==> src/rtl/mem_arbiter_pkg.sv <==
`default_nettype none
// ============================================================================
// Module   : mem_arbiter_pkg
// Purpose  : Shared definitions for the instruction/data memory arbiter.
//            It holds the FSM state encoding and the default values of the
//            word width, watchdog limit and watchdog counter width.
// Ports    : none (package)
// Options  : MEM_ARB_ROUND_ROBIN_EN (used by mem_arbiter, not here)
// Revision : 1.0 - initial release
// ============================================================================
package mem_arbiter_pkg;

  typedef enum logic [1:0] {
    IDLE  = 2'd0,
    MEM_I = 2'd1,
    MEM_D = 2'd2,
    RESP  = 2'd3
  } arb_state_t;

  localparam int DEF_WORD_SIZE = 16;
  localparam int DEF_TIMEOUT   = 255;
  localparam int DEF_TW        = 8;

endpackage
`default_nettype wire

==> src/rtl/mem_watchdog.sv <==
`default_nettype none
// ============================================================================
// Module   : mem_watchdog
// Purpose  : Response watchdog for the memory arbiter. It counts the cycles
//            spent waiting for memory and flags when the limit is reached.
// Ports    : clk     - clock, rising edge
//            reset_n - asynchronous active-low reset
//            clear   - zero the counter (takes precedence over enable)
//            enable  - count this cycle (arbiter is waiting on memory)
//            expire  - high while enabled and the count equals TIMEOUT
// Options  : none
// Revision : 1.0 - initial release
// ============================================================================
module mem_watchdog
  import mem_arbiter_pkg::*;
#(
  parameter int TW      = DEF_TW,
  parameter int TIMEOUT = DEF_TIMEOUT
) (
  input  logic clk,
  input  logic reset_n,
  input  logic clear,
  input  logic enable,
  output logic expire
);

  localparam logic [TW-1:0] LIMIT = TW'(TIMEOUT);

  logic [TW-1:0] count;

  always_ff @(posedge clk or negedge reset_n) begin
    if (!reset_n) begin
      count <= '0;
    end else if (clear) begin
      count <= '0;
    end else if (enable) begin
      count <= count + 1'b1;
    end
  end

  // The arbiter leaves the wait state on expiry, so the counter never has
  // to run past LIMIT.
  assign expire = enable && (count == LIMIT);

endmodule
`default_nettype wire

==> src/rtl/mem_arbiter.sv <==
`default_nettype none
// ============================================================================
// Module   : mem_arbiter
// Purpose  : Shares one single-port memory between the instruction-fetch (I)
//            and load/store (D) ports of the CPU, using a readM/writeM strobe
//            handshake, with a watchdog that aborts stalled accesses.
// Ports    : clk, reset_n                    - clock / async active-low reset
//            i_req, i_addr                   - fetch request and address
//            i_rdata, i_done                 - fetched word, completion pulse
//            d_req, d_we, d_addr, d_wdata    - data request (we=1 store)
//            d_rdata, d_done                 - load data, completion pulse
//            readM, writeM, m_address,
//            m_wdata                         - memory strobes / address / data
//            m_rdata, inputReady, ackOutput  - memory read data / responses
//            err                             - pulse on watchdog abort
//            busy                            - high whenever not IDLE
// Options  : MEM_ARB_ROUND_ROBIN_EN - on contention grant the port that was
//            not granted last instead of fixed D-over-I priority.
// Revision : 1.0 - initial release
// ============================================================================
module mem_arbiter
  import mem_arbiter_pkg::*;
#(
  parameter int WORD_SIZE = DEF_WORD_SIZE,
  parameter int TIMEOUT   = DEF_TIMEOUT,
  parameter int TW        = DEF_TW
) (
  input  logic                 clk,
  input  logic                 reset_n,
  input  logic                 i_req,
  input  logic [WORD_SIZE-1:0] i_addr,
  output logic [WORD_SIZE-1:0] i_rdata,
  output logic                 i_done,
  input  logic                 d_req,
  input  logic                 d_we,
  input  logic [WORD_SIZE-1:0] d_addr,
  input  logic [WORD_SIZE-1:0] d_wdata,
  output logic [WORD_SIZE-1:0] d_rdata,
  output logic                 d_done,
  output logic                 readM,
  output logic                 writeM,
  output logic [WORD_SIZE-1:0] m_address,
  output logic [WORD_SIZE-1:0] m_wdata,
  input  logic [WORD_SIZE-1:0] m_rdata,
  input  logic                 inputReady,
  input  logic                 ackOutput,
  output logic                 err,
  output logic                 busy
);

  arb_state_t state, state_nx;

  logic                 grant_i, grant_d;
  logic                 resp_ok, abort, wd_en, expire;
  logic [WORD_SIZE-1:0] addr_q, wdata_q;
  logic                 we_q;

`ifdef MEM_ARB_ROUND_ROBIN_EN
  // 1 = D was granted most recently; reset makes I win the first tie.
  logic last_d;

  always_ff @(posedge clk or negedge reset_n) begin
    if (!reset_n) begin
      last_d <= 1'b1;
    end else if (grant_d || grant_i) begin
      last_d <= grant_d;
    end
  end
`endif

  mem_watchdog #(
    .TW      (TW),
    .TIMEOUT (TIMEOUT)
  ) u_watchdog (
    .clk     (clk),
    .reset_n (reset_n),
    .clear   (grant_i || grant_d),
    .enable  (wd_en),
    .expire  (expire)
  );

  always_ff @(posedge clk or negedge reset_n) begin
    if (!reset_n) begin
      state <= IDLE;
    end else begin
      state <= state_nx;
    end
  end

  always_comb begin
    state_nx = state;
    grant_i  = 1'b0;
    grant_d  = 1'b0;
    resp_ok  = 1'b0;
    abort    = 1'b0;
    wd_en    = 1'b0;
    case (state)
      IDLE: begin
        if (d_req && i_req) begin
`ifdef MEM_ARB_ROUND_ROBIN_EN
          grant_i = last_d;
          grant_d = !last_d;
`else
          grant_d = 1'b1;
`endif
        end else if (d_req) begin
          grant_d = 1'b1;
        end else if (i_req) begin
          grant_i = 1'b1;
        end
        if (grant_d) begin
          state_nx = MEM_D;
        end else if (grant_i) begin
          state_nx = MEM_I;
        end
      end
      MEM_I, MEM_D: begin
        wd_en = 1'b1;
        // A response only counts when it matches the strobe currently
        // driven; this also ignores responses before the strobe is up.
        resp_ok = (readM && inputReady) || (writeM && ackOutput);
        abort   = expire && !resp_ok;
        if (resp_ok || abort) begin
          state_nx = RESP;
        end
      end
      RESP: begin
        state_nx = IDLE;
      end
      default: begin
        state_nx = IDLE;
      end
    endcase
  end

  always_ff @(posedge clk or negedge reset_n) begin
    if (!reset_n) begin
      addr_q    <= '0;
      wdata_q   <= '0;
      we_q      <= 1'b0;
      readM     <= 1'b0;
      writeM    <= 1'b0;
      m_address <= '0;
      m_wdata   <= '0;
      i_rdata   <= '0;
      d_rdata   <= '0;
      i_done    <= 1'b0;
      d_done    <= 1'b0;
      err       <= 1'b0;
    end else begin
      i_done <= 1'b0;
      d_done <= 1'b0;
      err    <= 1'b0;

      // Snapshot the winner's request so later input changes are ignored.
      if (grant_i || grant_d) begin
        addr_q  <= grant_d ? d_addr : i_addr;
        wdata_q <= d_wdata;
        we_q    <= grant_d && d_we;
      end

      if ((state == MEM_I || state == MEM_D) && !resp_ok && !abort) begin
        readM     <= !we_q;
        writeM    <= we_q;
        m_address <= addr_q;
        m_wdata   <= we_q ? wdata_q : '0;
      end else begin
        readM  <= 1'b0;
        writeM <= 1'b0;
      end

      if (resp_ok) begin
        if (state == MEM_I) begin
          i_done  <= 1'b1;
          i_rdata <= m_rdata;
        end else begin
          d_done <= 1'b1;
          if (!we_q) begin
            d_rdata <= m_rdata;
          end
        end
      end

      if (abort) begin
        err <= 1'b1;
      end
    end
  end

  assign busy = (state != IDLE);

endmodule
`default_nettype wire

==> config.mk <==
export PLATFORM = sky130hd
export DESIGN_NAME = mem_arbiter
export DESIGN_NICKNAME = d
export VERILOG_FILES = /design/src/rtl/mem_arbiter_pkg.sv /design/src/rtl/mem_watchdog.sv /design/src/rtl/mem_arbiter.sv
export SDC_FILE = /design/constraint.sdc
export NUM_CORES = 1
export LEC_CHECK = 0
export ABC_AREA = 1
export CAP_MARGIN = 20
export CELL_PAD_IN_SITES_DETAIL_PLACEMENT = 1
export CELL_PAD_IN_SITES_GLOBAL_PLACEMENT = 1
export CORE_MARGIN = 10
export CORE_UTILIZATION = 30
export CTS_BUF_LIST = sky130_fd_sc_hd__clkbuf_16
export CTS_CLUSTER_SIZE = 28
export DETAILED_ROUTE_END_ITERATION = 12
export DONT_BUFFER_PORTS = 1
export GPL_TIMING_DRIVEN = 0
export PLACE_DENSITY = 0.56
export REMOVE_ABC_BUFFERS = 1
export SETUP_SLACK_MARGIN = 0.1
export SLEW_MARGIN = 10
export SYNTH_ARGS = -nofsm -noshare
export SYNTH_HDL_FRONTEND = slang
export SYNTH_SLANG_ARGS = --single-unit
==> constraint.sdc <==
create_clock -name clk -period 2.1 [get_ports clk]
set_clock_uncertainty 0.2 [all_clocks]
set_input_delay 0.42 -clock clk [delete_from_list [all_inputs] [get_ports clk]]
set_output_delay 0.42 -clock clk [all_outputs]
set_load 0.02 [all_outputs]
======== Word-level counts from Yosys, hierarchy flattened ========
Cells that the tools add are included.
storage, ports and cells
  register bits after elaboration ......... 112
  input bits .............................. 71
  output and inout bits ................... 70
  word-level logic and storage cells ...... 73
cells by class
  add/subtract/negate cells ............... 1
  equal/unequal tests ..................... 6
  muxes and demuxes ....................... 27
  bitwise operators ....................... 2
  reductions and logical operators ........ 23
operator list
  kind                   number
  $mux W16               2
  $mux W1                19
  $mux W8                2
  $add A8 B1 Y8 const B  1
  $eq A8 B8 Y1 const B   1
  $logic_and A1 B1 Y1    8
  $mux W2                3
  $pmux W2 S3            1
  $eq A2 B2 Y1 const B   2
  $logic_not A1 Y1       4
  $logic_or A1 B1 Y1     4
  $reduce_and A2 Y1      2
  $reduce_bool A2 Y1     2
  $ne A3 B3 Y1 const B   1
  $reduce_and A3 Y1      1
  $eq A2 B1 Y1 const B   1
  $logic_not A2 Y1       1
  $ne A2 B2 Y1 const B   1
  $not A1 Y1             2
  $reduce_or A2 Y1       1

======== Depth between registers and ports, before layout ========
Gate-level depths: netlist of run 1.
  depth after elaboration ................. 9
  gate-level depth with buffers ........... 9
  mapped depth without buffers ............ 8

======== Hierarchy ========
A second synthesis of run 1 with hierarchy kept.
second synthesis, totals
  cell total of the unflattened synthesis .. 531
  area, all modules ....................... 4,643.2 µm²
modules (own cells, without submodules)
  module        times used  cells each  area an instance (µm²)  sequential area each (µm²)
  mem_arbiter   1           470         4,180.3                 2,602.5
  mem_watchdog  1           61          462.9                   200.2

======== Least setup slack after synthesis of run 1 ========
OpenSTA, ideal clock, no wires.
  kind .................................... reg-to-output
  start point ............................. register state[0]
  end point ............................... output port busy
  data arrival time ....................... 1,205 ps
  data required time ...................... 1,480 ps
  path slack .............................. 275 ps
  cell stages (with the launch flop) ...... 6
  path buffers ............................ 2
  path through ............................ dfrtp_1 inv_1 ha_1 buf_2 buf_1 inv_1
on the way
  word-level cells in the longest chain between the ends .. 1
RTL lines
  element                   line                source
  start: declaration        mem_arbiter.sv:51   arb_state_t state, state_nx;
  start signal: assignment  mem_arbiter.sv:86   state <= state_nx;
  $reduce_bool A2 Y1        mem_arbiter.sv:190  assign busy = (state != IDLE);
  end: declaration          mem_arbiter.sv:48   output logic busy
Every way passes these cells.

======== Worst setup path after layout of run 1 ========
Ends and elaborated chain as after synthesis.

==> impl_metrics.toml, run 1 <==
[outcome]
violations = "hold timing"
run_status = "complete, but fails checks"

[flow_run]
maxCapViolCount = 0

[pwr]
p_seq_share_pct = 46.3
p_int_w = 0.00520
leakagePower_nw = 2.74
p_comb_share_pct = 34.2
ir_worst_vdd_mv = 0.544
p_per_area_mw_per_mm2 = 1650
total_power_w = 0.00937
p_sw_w = 0.00417
switching_share_pct = 44.5
clkPwrFrac_pct = 19.5

[timing]
period_share_pct = 91.1
rsz0062_at_grt = "yes"
max_clock_freq_mhz = 523
maxSlewViolCount = 0
hold_viol_final = 112
fin_crit_ns = 1.91
final-setup-viol-count = 0
holdWs_ns = -0.437
tightest_slew_ns = 0.802
relSlewSlack_pct = 46.5
fin_ws_ns = 0.187

[finish]
instances_no_fill = 772
design_area_mm2 = 0.00567
final_layout_size_suffix_gt1_share_pct = 8.38
multiInputGateArea_mm2 = 0.00175
nNetsFinal = 631
fin_util_pct = 37.2
fillers = 1747
area_delta_synth_final_pct = 20.7
ff_latch_area_mm2 = 0.00280
antenna_cells = 0

[detailed_routing]
vias = 3716
first_pass_iters = 4
wl_per_cell_um = 19.3
ant_nets = 0
first_iter_violations = 158
wl_mm = 14.9
via_per_inst = 4.81
drcViolationCount = 0

[floorplanning]
start_util_pct = 30.8
io_pins = 141
num_rows = 45
dieWidth_um = 145
die_area_mm2 = 0.0211
die_h_um = 145
core_area_mm2 = 0.0153

[grt]
grt_usage_pct = 13.8
grt_pass1_vias = 3985
grt-ovfl-total = 0
grt_antenna_before_repair = 2
grt_pass1_wl_mm = 23.4
grt_max_degree = 113

[setup_path]
required_ns = 1.48
crit_fanout = 10
startpoint_type = "register"
endpoint = "busy"
path_cells = "inv_1 -> ha_4 -> inv_1"
critical_path.startpoint = "state[0]"
rr_worst_depth = 6
slowest_stage = "dfrtp_1"
critPathKind = "register to primary output"
worstSetupEndpointType = "primary output"
r2r_slack_ns = 0.22
r2r_start = "state[0]"
cp.arrival_ns = 1.29
critPathMostFrequentCell = "inv_1"
crit_path_max_incr_delay_ns = 0.41
reg2reg_to = "m_wdata[14]"

[worst_hold_path]
hold_class = "input pin to asynchronous set/reset pin"

[place]
dp_hpwl_mm = 9.32
placed_cells = 711
placed_area_mm2 = 0.00483
gp_congestion = 0.729
io_buffer_count = 0
pre_cts_ws_ns = -1.21

[synthesis]
ys_ff_latch = 112
syn-cell-area_mm2 = 0.00470
synthCells = 527
seq_area_frac_synth_pct = 59.6
yosysWarnings = 0
synth_cell_types = 24
ys_top_cells_by_area = "dfrtp_1, nand2_1, o21ai_0"
synth_top_cell_by_area = "dfrtp_1"
syn_avg_cell_area_um2 = 8.92
netlist.area_leader.share_pct = 59.6

[cts]
cts.sinks = 112
clk_pin_slew_worst_paths_ns = 0.07
tritoncts = "done"
root_buffer = "clkbuf_16"
cts_buffers = 9
hold_buffers = 32
clockBufferDepth = 2
insertion_delay_ns = 0.34
h-tree-depth = 3
==> worst min-delay path by stage <==
stage / start / endpoint / slack [ns] / cells past startpoint
5_1_grt: reset_n / d_rdata[10] / -0.46 / 0
4_1_cts: reset_n / addr_q[5] / -0.45 / 0
2_1_floorplan: reset_n / addr_q[0] / -0.08 / 0
3_5_place_dp: reset_n / d_rdata[9] / -0.07 / 0
3_3_place_gp: reset_n / d_rdata[10] / -0.07 / 0
6_report: reset_n / d_rdata[9] / -0.44 / 0
==> synth_stat cells <==
| cell type | instances |
|---|---|
| buf_2 | 13 |
| clkinv_1 | 1 |
| nand2_8 | 1 |
| nor2_1 | 11 |
| nor3b_1 | 1 |
| nor2_2 | 1 |
| inv_2 | 2 |
| ha_1 | 4 |
| nor2_4 | 2 |
| inv_1 | 12 |
| nand2_4 | 2 |
| buf_4 | 3 |
| clkbuf_1 | 6 |
| nor3_1 | 3 |
| nor2_8 | 1 |
| nand2_1 | 215 |
| nand2_2 | 3 |
| buf_6 | 5 |
| o21ai_0 | 65 |
| nand3_1 | 38 |
| buf_1 | 1 |
| o21ai_1 | 4 |
| a21oi_1 | 21 |
| dfrtp_1 | 112 |
==> layout by cell type, fill, tap and decap left out, drive strengths merged, types with 2 or more instances in the layout <==
cell         netlist  routed
buf               22      10
bufinv             0       2
nor3               3       3
dlygate4sd3        0      32
inv               14      16
a21oi             21      21
nand2            221     224
nor2              15      15
o21ai             69      69
dfrtp            112     112
clkinv             1       4
clkbuf             6       9
ha                 4       4
nand3             38      38
==> stage by stage <==
step	hold slack (ns)	TNS (ns)
floorplan	-0.0756	-45.30
global placement	-0.0703	-140.31
detailed placement	-0.0705	-48.25
CTS	-0.454	0
global route	-0.456	0
finish	-0.437	0
==> worst max-delay path: cells and delay by family (launching register included) <==
family	cells	cell delay, ns
buffers and inverters	2	0.29
adders and majority gates	1	0.25
DFF	1	0.41
==> power by group through the flow <==
stage                     combinational (W)  sequential, W  clock (W)
after floorplan                     0.00192        0.00409          0
after global placement              0.00254        0.00438          0
after detailed placement            0.00269        0.00440          0
after CTS                           0.00313        0.00437    0.00190
after global routing                0.00369        0.00449    0.00201
final                               0.00320        0.00434    0.00183
==> logic make-up after synthesis <==
group / Yosys count / share of synthesized area [%]
adders and majority gates: 4 / 1.06
buffers and inverters: 43 / 4.82
AOI/OAI and AO/OA: 90 / 9.58
DFF: 112 / 59.6
and+or+nand+nor: 278 / 24.9
==> layer usage <==
layer,track usage (%),wire length [um]
met2,21.4,6890
met1,16.0,6130
met5,0,13
met3,7.39,1720
met4,4.55,177
==> layout make-up <==
| class | instances | share of cell area (%) |
|---|---|---|
| timing repair inverter | 1 | 0.154 |
| sequential | 112 | 49.4 |
| inverter | 15 | 1.37 |
| clock buffer | 9 | 3.97 |
| timing repair buffer | 42 | 7.99 |
| clock inverter | 7 | 1.52 |
| tap | 211 | 4.65 |
| multi-input combinational | 375 | 30.9 |
==> state kept, by name, indices dropped and copies added (netlist names) <==
register,flops
readM,1
err,1
we_q,1
wdata_q,16
m_address,16
m_wdata,16
addr_q,16
writeM,1
i_done,1
u_watchdog.count,8
state,2
d_done,1
d_rdata,16
i_rdata,16
==> repair_timing <==
action	4_1_cts	5_1_grt
endpoints found under the setup margin	111	40
gates cloned	1	3
pin swaps	4	2
gates resized for setup	11	4
hold endpoints to repair	146	112
setup buffers	6	3
No activity file was read; power rests on OpenSTA's default activity.
==> run 2, diff against run 1 <==
Settings changed: CORE_MARGIN 10 to 4, SKIP_CTS_REPAIR_TIMING set to 1.
==> run 2 against run 1 <==
Against the previous run:
- critical path type unchanged
- largest power group unchanged
- die area fell by 16%
- setup slack got worse by 0.026 ns
- the run still ends with hold timing left
- sequential cell count is the same
- worst hold slack better by 0.0040 ns
- core utilization rose by 0.57 points
- maximum frequency decreased by 1.4%
- largest cell class unchanged
- first-iteration DRC count is 30% lower
- cell count grew 1.3%
- critical path depth increased by 1
==> impl_metrics.toml, run 2 (synthesis gave the netlist of run 1 again) <==
[floorplanning]
die_area_mm2 = 0.0177
start_util_pct = 30.8
die_h_um = 133
num_rows = 45
io_pins = 141
dieWidth_um = 133
core_area_mm2 = 0.0153

[timing]
fin_crit_ns = 1.94
hold_viol_final = 116
max_clock_freq_mhz = 516
rsz0062_at_grt = "yes"
holdWs_ns = -0.433
period_share_pct = 92.4
maxSlewViolCount = 0
tightest_slew_ns = 0.841
relSlewSlack_pct = 43.9
final-setup-viol-count = 0

[setup_path]
rr_worst_depth = 7
critPathKind = "register to primary output"
critPathMostFrequentCell = "inv_1"
cp.arrival_ns = 1.32
crit_path_max_incr_delay_ns = 0.41
crit_fanout = 5
required_ns = 1.48
startpoint_type = "register"
worstSetupEndpointType = "primary output"
slowest_stage = "dfrtp_1"
path_cells = "inv_1 -> ha_4 -> buf_12 -> inv_1"

[finish]
area_delta_synth_final_pct = 22.5
layout_commonest_cell = "nand2_1"
nNetsFinal = 641
antenna_cells = 0
final_layout_size_suffix_gt1_share_pct = 10.9
final_cell_mix = "nand2_1, dfrtp_1, o21ai_0"
instances_no_fill = 782

[place]
gp_congestion = 0.701
dp_hpwl_mm = 8.33
io_buffer_count = 0
placed_cells = 711

[detailed_routing]
wl_per_cell_um = 17.7
wl_mm = 13.8
first_iter_violations = 110
via_per_inst = 4.76
vias = 3725
first_pass_iters = 4
ant_nets = 0
drcViolationCount = 0

[pwr]
clkPwrFrac_pct = 18.9
p_int_w = 0.00533
p_per_area_mw_per_mm2 = 1670
p_sw_w = 0.00428
ir_worst_vdd_mv = 0.560
p_comb_share_pct = 36.3
leakagePower_nw = 2.79
p_seq_share_pct = 44.8
switching_share_pct = 44.5

[flow_run]
maxCapViolCount = 0

[grt]
grt_usage_pct = 14.4
grt_antenna_before_repair = 0
grt_max_degree = 113
grt-ovfl-total = 0
grt_pass1_vias = 3606
grt_pass1_wl_mm = 20.3

[cts]
tritoncts = "done"
clockBufferDepth = 2
cts_buffers = 9
insertion_delay_ns = 0.35
clk_pin_slew_worst_paths_ns = 0.07
root_buffer = "clkbuf_16"
h-tree-depth = 3
cts.sinks = 112

[worst_hold_path]
hold_class = "input pin to asynchronous set/reset pin"

[outcome]
violations = "hold timing"
run_status = "complete, but fails checks"
## run 2: critical path: cells and delay by family, from the launching register on
kind                     cells  cell delay, ns
flip-flops                   1            0.41
buffers and inverters        3            0.35
adder cells (fa/ha/maj)      1            0.21
## run 2: per-layer routing
metal | wire length (um) | up-vias | track usage (%)
met3 | 1250 | 10 | 6.00
met1 | 6260 | 1818 | 19.1
li1 | - | 1777 | -
met5 | 0 | - | 0
met2 | 6140 | 120 | 21.4
met4 | 188 | 0 | 4.80
## run 2: path summary, 6_finish.rpt
path                       slack [ns]                   to   startpoint
max in group asynchronous        1.95             state[0]      reset_n
min in group clk                -0.02          i_rdata[15]  m_rdata[15]
max reg2reg                      0.21  u_watchdog.count[4]     state[0]
min                             -0.43           d_rdata[0]      reset_n
min reg2reg                      0.28          wdata_q[12]  wdata_q[12]
max                              0.16                 busy     state[0]
## run 2: through the flow
step / setup TNS [ns] / util, % / area [um^2] / setup slack (ns) / total power (W)
6_report: 0 / 37.7 / 5760 / 0.160 / 0.00961
5_1_grt: 0 / 37.7 / 5760 / 0.0725 / 0.0104
4_1_cts: -48.21 / 33.7 / 5150 / -1.18 / 0.00887
3_5_place_dp: -46.39 / 31.7 / 4830 / -1.16 / 0.00704
3_3_place_gp: -130.94 / 31.4 / 4790 / -3.45 / 0.00685
2_1_floorplan: -45.30 / - / 4530 / -1.29 / 0.00602
## run 2: power by group through the flow
stage          clock network, W  logic (W)  registers [W]
3_3_place_gp                  0    0.00252        0.00433
3_5_place_dp                  0    0.00269        0.00435
5_1_grt                 0.00196    0.00396        0.00444
2_1_floorplan                 0    0.00192        0.00409
4_1_cts                 0.00187    0.00268        0.00432
6_report                0.00182    0.00349        0.00430
## run 2: final cells by class
type                            instances  area [um^2]
Fill cell                            1772         9500
Sequential cell                       112         2800
Multi-Input combinational cell        373         1730
Timing Repair Buffer                   53          571
Tap cell                              211          264
Clock buffer                            9          225
Clock inverter                          7         88.8
Inverter                               15         68.8
Timing Repair inverter                  2         12.5
==> run 3, diff against run 2 <==
Settings changed: CORE_MARGIN 4 to 3.
==> run 3 against run 2 <==
Against the previous run:
- the flow still finishes with violations (hold timing)
- core utilization is 0.96 points lower
- setup slack got worse by 0.0042 ns
- via count decreased by 1.7%
- combinational power is 10% lower
- power down 4.6%
- clock-buffer cell count is the same
- critical endpoint unchanged
- highest routed layer unchanged
==> impl_metrics.toml, run 3 (synthesis gave the netlist of run 1 again) <==
[timing]
holdWs_ns = -0.431
rsz0062_at_grt = "yes"
max_clock_freq_mhz = 514
setup_tns_ns = 0
tightest_slew_ns = 0.801
maxSlewViolCount = 0
final-setup-viol-count = 0
fin_crit_ns = 1.94
hold_viol_final = 117
relSlewSlack_pct = 46.6
period_share_pct = 92.6

[pwr]
total_power_w = 0.00916
ir_worst_vdd_mv = 0.649
p_per_area_mw_per_mm2 = 1630
leakagePower_nw = 2.72

[cts]
cts_buffers = 9
insertion_delay_ns = 0.35
clk_pin_slew_worst_paths_ns = 0.08
cts.sinks = 112
clockBufferDepth = 2
root_buffer = "clkbuf_16"
h-tree-depth = 3
tritoncts = "done"

[grt]
grt_max_degree = 113
grt_antenna_before_repair = 0
grt_pass1_wl_mm = 19.8
grt_pass1_vias = 3515
grt-ovfl-total = 0
grt_usage_pct = 14.2

[setup_path]
path_cells = "inv_2 -> ha_4 -> buf_4 -> inv_1"
cp.arrival_ns = 1.32
crit_path_max_incr_delay_ns = 0.40
required_ns = 1.48
startpoint_type = "register"
slowest_stage = "dfrtp_1"
crit_fanout = 7
worstSetupEndpointType = "primary output"
critPathKind = "register to primary output"

[detailed_routing]
first_pass_iters = 4
vias = 3660
wl_per_cell_um = 16.8
via_per_inst = 4.74
drcViolationCount = 0
wl_mm = 13.0
ant_nets = 0
first_iter_violations = 203

[floorplanning]
die_h_um = 131
die_area_mm2 = 0.0172
core_area_mm2 = 0.0153
start_util_pct = 30.8
dieWidth_um = 131
num_rows = 45
io_pins = 141

[worst_hold_path]
hold_class = "input pin to asynchronous set/reset pin"

[outcome]
run_status = "complete, but fails checks"
violations = "hold timing"

[finish]
nNetsFinal = 631
final_layout_size_suffix_gt1_share_pct = 8.91
layout_commonest_cell = "nand2_1"
area_delta_synth_final_pct = 19.4
design_area_mm2 = 0.00561
antenna_cells = 0
final_cell_mix = "nand2_1, dfrtp_1, o21ai_0"

[place]
io_buffer_count = 0
placed_area_mm2 = 0.00483
dp_hpwl_mm = 8.01
gp_congestion = 0.742

[flow_run]
maxCapViolCount = 0
[run 3: worst paths after layout]
| kind | endpoint | slack, ns | cells past startpoint | startpoint |
|---|---|---|---|---|
| setup / recovery | busy | 0.16 | 4 | state[1] |
| hold / removal | d_rdata[1] | -0.43 | 0 | reset_n |
| setup reg to reg | state[0] | 0.22 | 8 | u_watchdog.count[1] |
| hold reg to reg | wdata_q[12] | 0.28 | 2 | wdata_q[12] |
| max in group asynchronous | d_rdata[7] | 1.93 | 0 | reset_n |
| min in group clk | wdata_q[15] | -0.01 | 2 | d_wdata[15] |
[run 3: stage by stage]
stage,util (%),instances,worst slack [ns]
6_report,36.8,772,0.156
2_1_floorplan,-,499,-1.29
4_1_cts,33.6,727,-1.29
3_3_place_gp,31.4,710,-3.62
5_1_grt,36.8,772,0.0720
3_5_place_dp,31.7,711,-1.28
[run 3: area by class of cell]
class,count,area [um^2]
clock buffers,9,225
clock inverters,7,72.6
fillers,1766,9650
inverters,15,65.1
multi-input cells,374,1740
flip-flops and latches,112,2800
well taps,211,264
repair buffers,43,437
repair inverters,1,7.51
[run 3: report_power, final]
| group | total [W] | internal [W] | switching, W |
|---|---|---|---|
| sequential | 0.00429 | 0.00303 | 0.00127 |
| combinational | 0.00313 | 0.00113 | 0.00200 |
| clock | 0.00174 | 0.000929 | 0.000811 |
| total | 0.00916 | 0.00509 | 0.00408 |
[run 3: critical path, delay by kind of cell, from the launching register on]
| kind | cells | cell delay (ns) |
|---|---|---|
| buf+inv | 3 | 0.38 |
| fa+ha+maj | 1 | 0.19 |
| flops | 1 | 0.40 |
[run 3: routing by layer]
metal,track usage (%),vias up,wire (um)
met3,5.09,12,958
met5,0,-,0
met4,5.08,0,188
met2,21.2,114,5830
met1,19.2,1780,6010
li1,-,1754,-
